--- config.mk ---
export PLATFORM = sky130hd
export DESIGN_NAME = nphy_toggle_cmd_sequencer
export DESIGN_NICKNAME = d
export VERILOG_FILES = /design/src/rtl/nphy_toggle_pkg.sv /design/src/rtl/nphy_toggle_rb_waiter.sv /design/src/rtl/nphy_toggle_cmd_sequencer.sv
export SDC_FILE = /design/constraint.sdc
export NUM_CORES = 1
export LEC_CHECK = 0
export BUFFER_PORTS_ARGS = -buffer_cell sky130_fd_sc_hd__buf_2
export CAP_MARGIN = 0
export CORE_MARGIN = 10
export CORE_UTILIZATION = 46
export CTS_BUF_LIST = sky130_fd_sc_hd__clkbuf_8 sky130_fd_sc_hd__clkbuf_16
export CTS_CLUSTER_DIAMETER = 80
export DETAILED_ROUTE_END_ITERATION = 10
export PLACE_DENSITY = 0.79
export SYNTH_ARGS = -nofsm -noshare
export SYNTH_HDL_FRONTEND = slang
export SYNTH_HIERARCHICAL = 1
export SYNTH_SLANG_ARGS = --single-unit
--- constraint.sdc ---
create_clock -name iSystemClock -period 7.3 [get_ports iSystemClock]
set_input_delay 1.095 -clock iSystemClock [delete_from_list [all_inputs] [get_ports iSystemClock]]
set_output_delay 1.095 -clock iSystemClock [all_outputs]
set_load 0.02 [all_outputs]
--- src/rtl/nphy_toggle_pkg.sv ---
// Shared types, constants and helpers for the Toggle NAND
// command/address sequencer.
package nphy_toggle_pkg;

   localparam int NUMBER_OF_WAYS = 4;
   localparam int WAY_W = $clog2(NUMBER_OF_WAYS);
   localparam int MAX_ADDR_BYTES = 5;

   localparam logic [3:0] PH_ON  = 4'b1111;
   localparam logic [3:0] PH_OFF = 4'b0000;

   typedef enum logic [2:0] {
      ST_IDLE,
      ST_SETUP,
      ST_WE_ON,
      ST_HOLD,
      ST_WB_WAIT,
      ST_RB_POLL,
      ST_DONE
   } state_t;

   typedef struct packed {
      logic [7:0]  cmd0;
      logic [2:0]  n_addr;
      logic [39:0] addr;
      logic        has_cmd1;
      logic [7:0]  cmd1;
      logic        wait_rb;
   } req_t;

   typedef struct packed {
      logic       is_cmd;
      logic [7:0] data;
   } tx_byte_t;

   function automatic logic [23:0] sat_inc(input logic [23:0] c);
      return (c == 24'hFF_FFFF) ? c : c + 24'd1;
   endfunction

   function automatic logic [2:0] last_index(input req_t r);
      return r.n_addr + {2'b00, r.has_cmd1};
   endfunction

   // Byte list: CMD0, then address bytes, then CMD1.
   function automatic tx_byte_t pick_byte(input req_t r,
                                          input logic [2:0] idx);
      tx_byte_t b;
      if (idx == 3'd0) begin
         b = '{is_cmd: 1'b1, data: r.cmd0};
      end else if (idx <= r.n_addr) begin
         b = '{is_cmd: 1'b0,
               data: r.addr[8*(int'(idx)-1) +: 8]};
      end else begin
         b = '{is_cmd: 1'b1, data: r.cmd1};
      end
      return b;
   endfunction

endpackage

--- src/rtl/nphy_toggle_rb_waiter.sv ---
// Write-to-busy delay followed by ready/busy polling with a
// saturating timeout counter.
module nphy_toggle_rb_waiter
   import nphy_toggle_pkg::*;
#(
   parameter int WBWaitCycles    = 10,
   parameter int RBTimeoutCycles = 1 << 20
) (
   input  logic clk,
   input  logic reset,
   input  logic start,
   input  logic ready_busy,
   output logic done,
   output logic timeout
);

   localparam logic [23:0] WB_LAST =
      24'((WBWaitCycles > 0) ? WBWaitCycles - 1 : 0);
   localparam logic [23:0] TO_LAST =
      24'((RBTimeoutCycles > 0) ? RBTimeoutCycles - 1 : 0);

   state_t      state;
   logic [23:0] cnt;

   assign done    = (state == ST_RB_POLL) &&
                    (ready_busy || cnt >= TO_LAST);
   assign timeout = done && !ready_busy;

   always_ff @(posedge clk) begin
      if (reset) begin
         state <= ST_IDLE;
         cnt   <= '0;
      end else begin
         unique case (state)
            ST_IDLE: begin
               if (start) begin
                  state <= (WBWaitCycles > 0) ? ST_WB_WAIT
                                              : ST_RB_POLL;
                  cnt   <= '0;
               end
            end
            ST_WB_WAIT: begin
               if (cnt == WB_LAST) begin
                  state <= ST_RB_POLL;
                  cnt   <= '0;
               end else begin
                  cnt <= sat_inc(cnt);
               end
            end
            ST_RB_POLL: begin
               if (done) begin
                  state <= ST_IDLE;
                  cnt   <= '0;
               end else begin
                  cnt <= sat_inc(cnt);
               end
            end
            default: state <= ST_IDLE;
         endcase
      end
   end

endmodule

--- src/rtl/nphy_toggle_cmd_sequencer.sv ---
// Toggle NAND command/address sequencer: strobes CMD0, address
// bytes and CMD1 onto the PO lanes, then optionally waits on R/B.
module nphy_toggle_cmd_sequencer
   import nphy_toggle_pkg::*;
#(
   parameter int NumberOfWays    = 4,
   parameter int SetupCycles     = 1,
   parameter int WEPulseCycles   = 2,
   parameter int HoldCycles      = 1,
   parameter int WBWaitCycles    = 10,
   parameter int RBTimeoutCycles = 1 << 20
) (
   input  logic                          iSystemClock,
   input  logic                          iReset,
   input  logic                          iReqValid,
   output logic                          oReqReady,
   input  logic [$clog2(NumberOfWays)-1:0] iReqWay,
   input  logic [7:0]                    iReqCmd0,
   input  logic [2:0]                    iReqAddrCount,
   input  logic [39:0]                   iReqAddr,
   input  logic                          iReqHasCmd1,
   input  logic [7:0]                    iReqCmd1,
   input  logic                          iReqWaitRB,
   input  logic [NumberOfWays-1:0]       iReadyBusy,
   output logic                          oDone,
   output logic                          oTimeout,
   output logic                          oDQOutEnable,
   output logic [31:0]                   oPO_DQ,
   output logic [2*NumberOfWays-1:0]     oPO_ChipEnable,
   output logic [3:0]                    oPO_WriteEnable,
   output logic [3:0]                    oPO_AddressLatchEnable,
   output logic [3:0]                    oPO_CommandLatchEnable,
   output logic [3:0]                    oPO_ReadEnable
);

   localparam int WayW = $clog2(NumberOfWays);
   localparam logic [23:0] SU_LAST = 24'(SetupCycles - 1);
   localparam logic [23:0] WE_LAST = 24'(WEPulseCycles - 1);
   localparam logic [23:0] HO_LAST = 24'(HoldCycles - 1);

   state_t      state, nxt;
   logic [23:0] cnt, nxt_cnt;
   logic [2:0]  idx, nxt_idx;
   req_t        req_q, req_in, req_d;
   logic [WayW-1:0] way_q, way_d;
   tx_byte_t    sel;
   logic        accept, strobe;
   logic        rb_start, rb_done, rb_timeout;
   logic [2*NumberOfWays-1:0] ce_d;

   assign oPO_ReadEnable = PH_OFF;

   assign req_in = '{
      cmd0:     iReqCmd0,
      n_addr:   (iReqAddrCount > 3'(MAX_ADDR_BYTES))
                ? 3'(MAX_ADDR_BYTES) : iReqAddrCount,
      addr:     iReqAddr,
      has_cmd1: iReqHasCmd1,
      cmd1:     iReqCmd1,
      wait_rb:  iReqWaitRB
   };

   // Outputs are registered from the next state, so the fields of a
   // request being accepted are used directly on the accept edge.
   always_comb begin
      accept   = iReqValid && oReqReady;
      req_d    = accept ? req_in : req_q;
      way_d    = accept ? iReqWay : way_q;
      nxt      = state;
      nxt_idx  = idx;
      nxt_cnt  = sat_inc(cnt);
      rb_start = 1'b0;
      unique case (state)
         ST_IDLE: begin
            if (accept) begin
               nxt     = ST_SETUP;
               nxt_idx = '0;
               nxt_cnt = '0;
            end
         end
         ST_SETUP: begin
            if (cnt == SU_LAST) begin
               nxt     = ST_WE_ON;
               nxt_cnt = '0;
            end
         end
         ST_WE_ON: begin
            if (cnt == WE_LAST) begin
               nxt     = ST_HOLD;
               nxt_cnt = '0;
            end
         end
         ST_HOLD: begin
            if (cnt == HO_LAST) begin
               nxt_cnt = '0;
               if (idx != last_index(req_q)) begin
                  nxt     = ST_SETUP;
                  nxt_idx = idx + 3'd1;
               end else if (req_q.wait_rb) begin
                  nxt      = ST_WB_WAIT;
                  rb_start = 1'b1;
               end else begin
                  nxt = ST_DONE;
               end
            end
         end
         ST_WB_WAIT, ST_RB_POLL: begin
            if (rb_done) nxt = ST_DONE;
         end
         default: nxt = ST_IDLE;
      endcase
      sel    = pick_byte(req_d, nxt_idx);
      strobe = (nxt == ST_SETUP) || (nxt == ST_WE_ON) ||
               (nxt == ST_HOLD);
      ce_d   = '0;
      if (strobe) ce_d[2*int'(way_d) +: 2] = 2'b11;
   end

   nphy_toggle_rb_waiter #(
      .WBWaitCycles    (WBWaitCycles),
      .RBTimeoutCycles (RBTimeoutCycles)
   ) u_rb_waiter (
      .clk        (iSystemClock),
      .reset      (iReset),
      .start      (rb_start),
      .ready_busy (iReadyBusy[way_q]),
      .done       (rb_done),
      .timeout    (rb_timeout)
   );

   always_ff @(posedge iSystemClock) begin
      if (iReset) begin
         state                  <= ST_IDLE;
         cnt                    <= '0;
         idx                    <= '0;
         req_q                  <= '0;
         way_q                  <= '0;
         oReqReady              <= 1'b1;
         oDone                  <= 1'b0;
         oTimeout               <= 1'b0;
         oDQOutEnable           <= 1'b0;
         oPO_DQ                 <= '0;
         oPO_ChipEnable         <= '0;
         oPO_WriteEnable        <= PH_OFF;
         oPO_AddressLatchEnable <= PH_OFF;
         oPO_CommandLatchEnable <= PH_OFF;
      end else begin
         state <= nxt;
         cnt   <= nxt_cnt;
         idx   <= nxt_idx;
         if (accept) begin
            req_q <= req_in;
            way_q <= iReqWay;
         end
         oReqReady      <= (nxt == ST_IDLE);
         oDone          <= (nxt == ST_DONE);
         oTimeout       <= (state == ST_WB_WAIT) && rb_timeout;
         oDQOutEnable   <= strobe;
         oPO_DQ         <= strobe ? {4{sel.data}} : '0;
         oPO_ChipEnable <= ce_d;
         oPO_WriteEnable <= (nxt == ST_WE_ON) ? PH_ON : PH_OFF;
         oPO_CommandLatchEnable <=
            (strobe && sel.is_cmd) ? PH_ON : PH_OFF;
         oPO_AddressLatchEnable <=
            (strobe && !sel.is_cmd) ? PH_ON : PH_OFF;
      end
   end

endmodule

==> metrics.csv <==
stage,metric,value,unit
outcome,status,"complete, no violations",
sta,fin_skew,0.007423,ns
logic_synthesis,async_flop_share,0,%
sta,rsz0062_at_grt,false,
place,dp_cells,1080,
sta,max_slew.worst_pin.slew,1.201,ns
worst_setup_path,path_class,in2reg,
clocking,cts_buffers,17,
clocking,clock-sinks,138,
route,via_per_inst,5.607,
logic_synthesis,ys_ff_latch,138,
final_layout,nets,994,
global_routing,gr-usage-all-layers,17.08,%
final_layout,num_antenna_cells,0,
sta,setup_slack,2.170,ns
clocking,tritoncts,done,
clocking,cts_setup_buffers,0,
logic_synthesis,synth_top_area_share,38.68,%
final_layout,final_common_cell,dfxtp_1,
sta,period_needed,5.130,ns
floorplan,ioPinCount,130,
global_routing,grt_pass1_wl,29.10,mm
route,drt_iter0_drc,508,
clocking,clk_root_buffer_cell,clkbuf_16,
logic_synthesis,synthesis.area,0.007143,mm²
power,power,2.234,mW
floorplan,die_area,0.02091,mm²
route,dr.pass1.iters,6,
logic_synthesis,yosys_warnings,6,
route,num_vias,6229,
final_layout,final_util,53.37,%
logic_synthesis,synth_cell_types,66,
global_routing,antenna_found_initial,0,
place,postPlaceCellArea,0.007552,mm²
final_layout,stdcell_area,0.008113,mm²
final_layout,syn_to_final_growth,13.58,%
logic_synthesis,synth_edf_count,0,
logic_synthesis,synthesis.instances,844,
clocking,htree_levels,4,
sta,fin_crit_sh,70.27,%
worst_setup_path,worstPathRequired,7.62,ns
clocking,ctsResizeCount,0,
sta,hold_ws,0.4640,ns
global_routing,grt_pass1_vias,5947,
global_routing,grt_max_degree,77,
power,ir_worst_vdd,0.0002372,V
logic_synthesis,yosys_most_used_dff,dfxtp_1,
clocking,ctsHoldBuffers,0,
clocking,clockBufferDepth,2,
logic_synthesis,syn_avg_cell_area,8.463,µm²
logic_synthesis,ys_top_cells_by_area,"dfxtp_1, mux2i_1, nor2_1",
final_layout,drive_gt1_share,20.48,%
sta,setup_viol,0,
place,hpwlAfterDp,12.89,mm
logic_synthesis,synth_top_area_cell,dfxtp_1,
final_layout,stdcell_count,1111,
place,io_buffers,125,
floorplan,die_w,144.6,µm
final_layout,fillers,1394,
final_layout,final_cell_mix,"dfxtp_1, buf_2, nor2_1, nand2_1, mux2i_1",
logic_synthesis,ys_seq_area_share,38.68,%
route,drtAntennaViolNets,0,
place,post-place-ws,1.936,ns
floorplan,start_util,46.99,%
sta,fin_setup_tns,0,ns
worst_setup_path,cp.arrival,5.45,ns
sta,report.final.hold_viol_count,0,
floorplan,die_height,144.6,µm
floorplan,rows,45,
route,drt-total-wl,18.09,mm
power,power.static_leakage,3.376,nW
clocking,worst_skew_pair.late_latency,0.42,ns
route,drc,0,
sta,max_freq,0.1949,GHz
worst_setup_path,critPathCaptureType,register,
worst_hold_path,min_path_type,reg2reg,
power,powerDensity,275.4,mW/mm²
clocking,path_clk_slew,0.06,ns
worst_setup_path,path_max_fanout,67,
global_routing,grt-ovfl-total,0,
sta,slew_viol_final,0,
place,gp_congestion,0.8993,
sta,slew_headroom,19.32,%
route,wire_per_inst,16.28,µm
floorplan,core,0.01520,mm²
run,max_cap_violations,0,
worst_setup_path,cp-start-kind,input port,
critical path, stage by stage:
cell	delay, ns
buf_2	0.09
and2_4	0.80
nand3_1	0.25
and2_1	0.22
mux2i_1	0.42
inv_1	0.10
ha_1	0.30
nor2b_1	0.13
o21a_1	0.15
o21ai_0	0.81
inv_1	0.22
a41oi_2	0.46
a211oi_1	0.14
a211oi_1	0.21
worst paths after layout:
path	from	to	slack, ns	depth (start not counted)
worst min-delay path	req_q[0]$_SDFFE_PP0P_	req_q[0]$_SDFFE_PP0P_	0.46	2
worst max-delay path	iReqValid	oPO_DQ[26]$_SDFF_PP0_	2.17	14
worst min register to register	req_q[0]$_SDFFE_PP0P_	req_q[0]$_SDFFE_PP0P_	0.46	2
worst max register to register	req_q[9]$_SDFFE_PP0P_	oPO_DQ[26]$_SDFF_PP0_	2.40	15
cell usage after synthesis, types with 12 or more instances:
master / instances
o21ai_0: 17
nor3_1: 22
a21oi_1: 34
nand3_1: 36
mux2_2: 16
nor2_1: 122
clkbuf_1: 27
or3_1: 12
dfxtp_1: 138
nand2_1: 77
a31oi_1: 18
inv_1: 18
nand4_1: 23
nor4_1: 14
ha_1: 13
a211oi_1: 15
mux2i_1: 59
buf_4: 41
area by class of cell:
type | instances | area (µm²) | area share [%]
Sequential cell | 138 | 2763 | 34.05
Clock buffer | 18 | 439.2 | 5.413
Multi-Input combinational cell | 608 | 3839 | 47.32
Clock inverter | 13 | 121.4 | 1.496
Timing Repair Buffer | 128 | 648.1 | 7.989
Inverter | 18 | 67.56 | 0.8328
Tap cell | 188 | 235.2 | 2.899
kinds of logic (layout without fill, tap and decap cells):
logic type,after synthesis,after routing,share of synthesized area [%]
simple gates,361,361,24.65
flops,138,138,38.68
compound gates,132,132,12.42
buf+inv,101,177,7.830
mux,77,77,11.32
xor+xnor,21,21,2.785
fa+ha+maj,13,13,2.277
other cells,1,4,0.05250
power by group:
part | internal (mW) | leakage, nW | switching (mW) | total [mW]
Clock | 0.478 | 0.273 | 0.341 | 0.819
Sequential | 0.826 | 1.12 | 0.0448 | 0.871
Combinational | 0.193 | 1.98 | 0.352 | 0.545
registers in the layout, indices dropped and copies added, names as in the netlist:
register                cells
oPO_DQ                      8
oPO_ChipEnable              4
u_rb_waiter/cnt            24
req_q                      61
cnt                        24
oPO_AddressLatchEnable      1
oDone                       1
u_rb_waiter/state           2
state                       3
oDQOutEnable                1
idx                         3
oPO_CommandLatchEnable      1
way_q                       2
oReqReady                   1
oTimeout                    1
oPO_WriteEnable             1
metal layers:
metal  share of wire (%)  GRT usage (%)
met3                 5.5          4.723
met5                   0              0
met2                  49          28.92
met4                 1.4          5.213
met1                  44          20.55
Power figures use the tool's default switching activity.
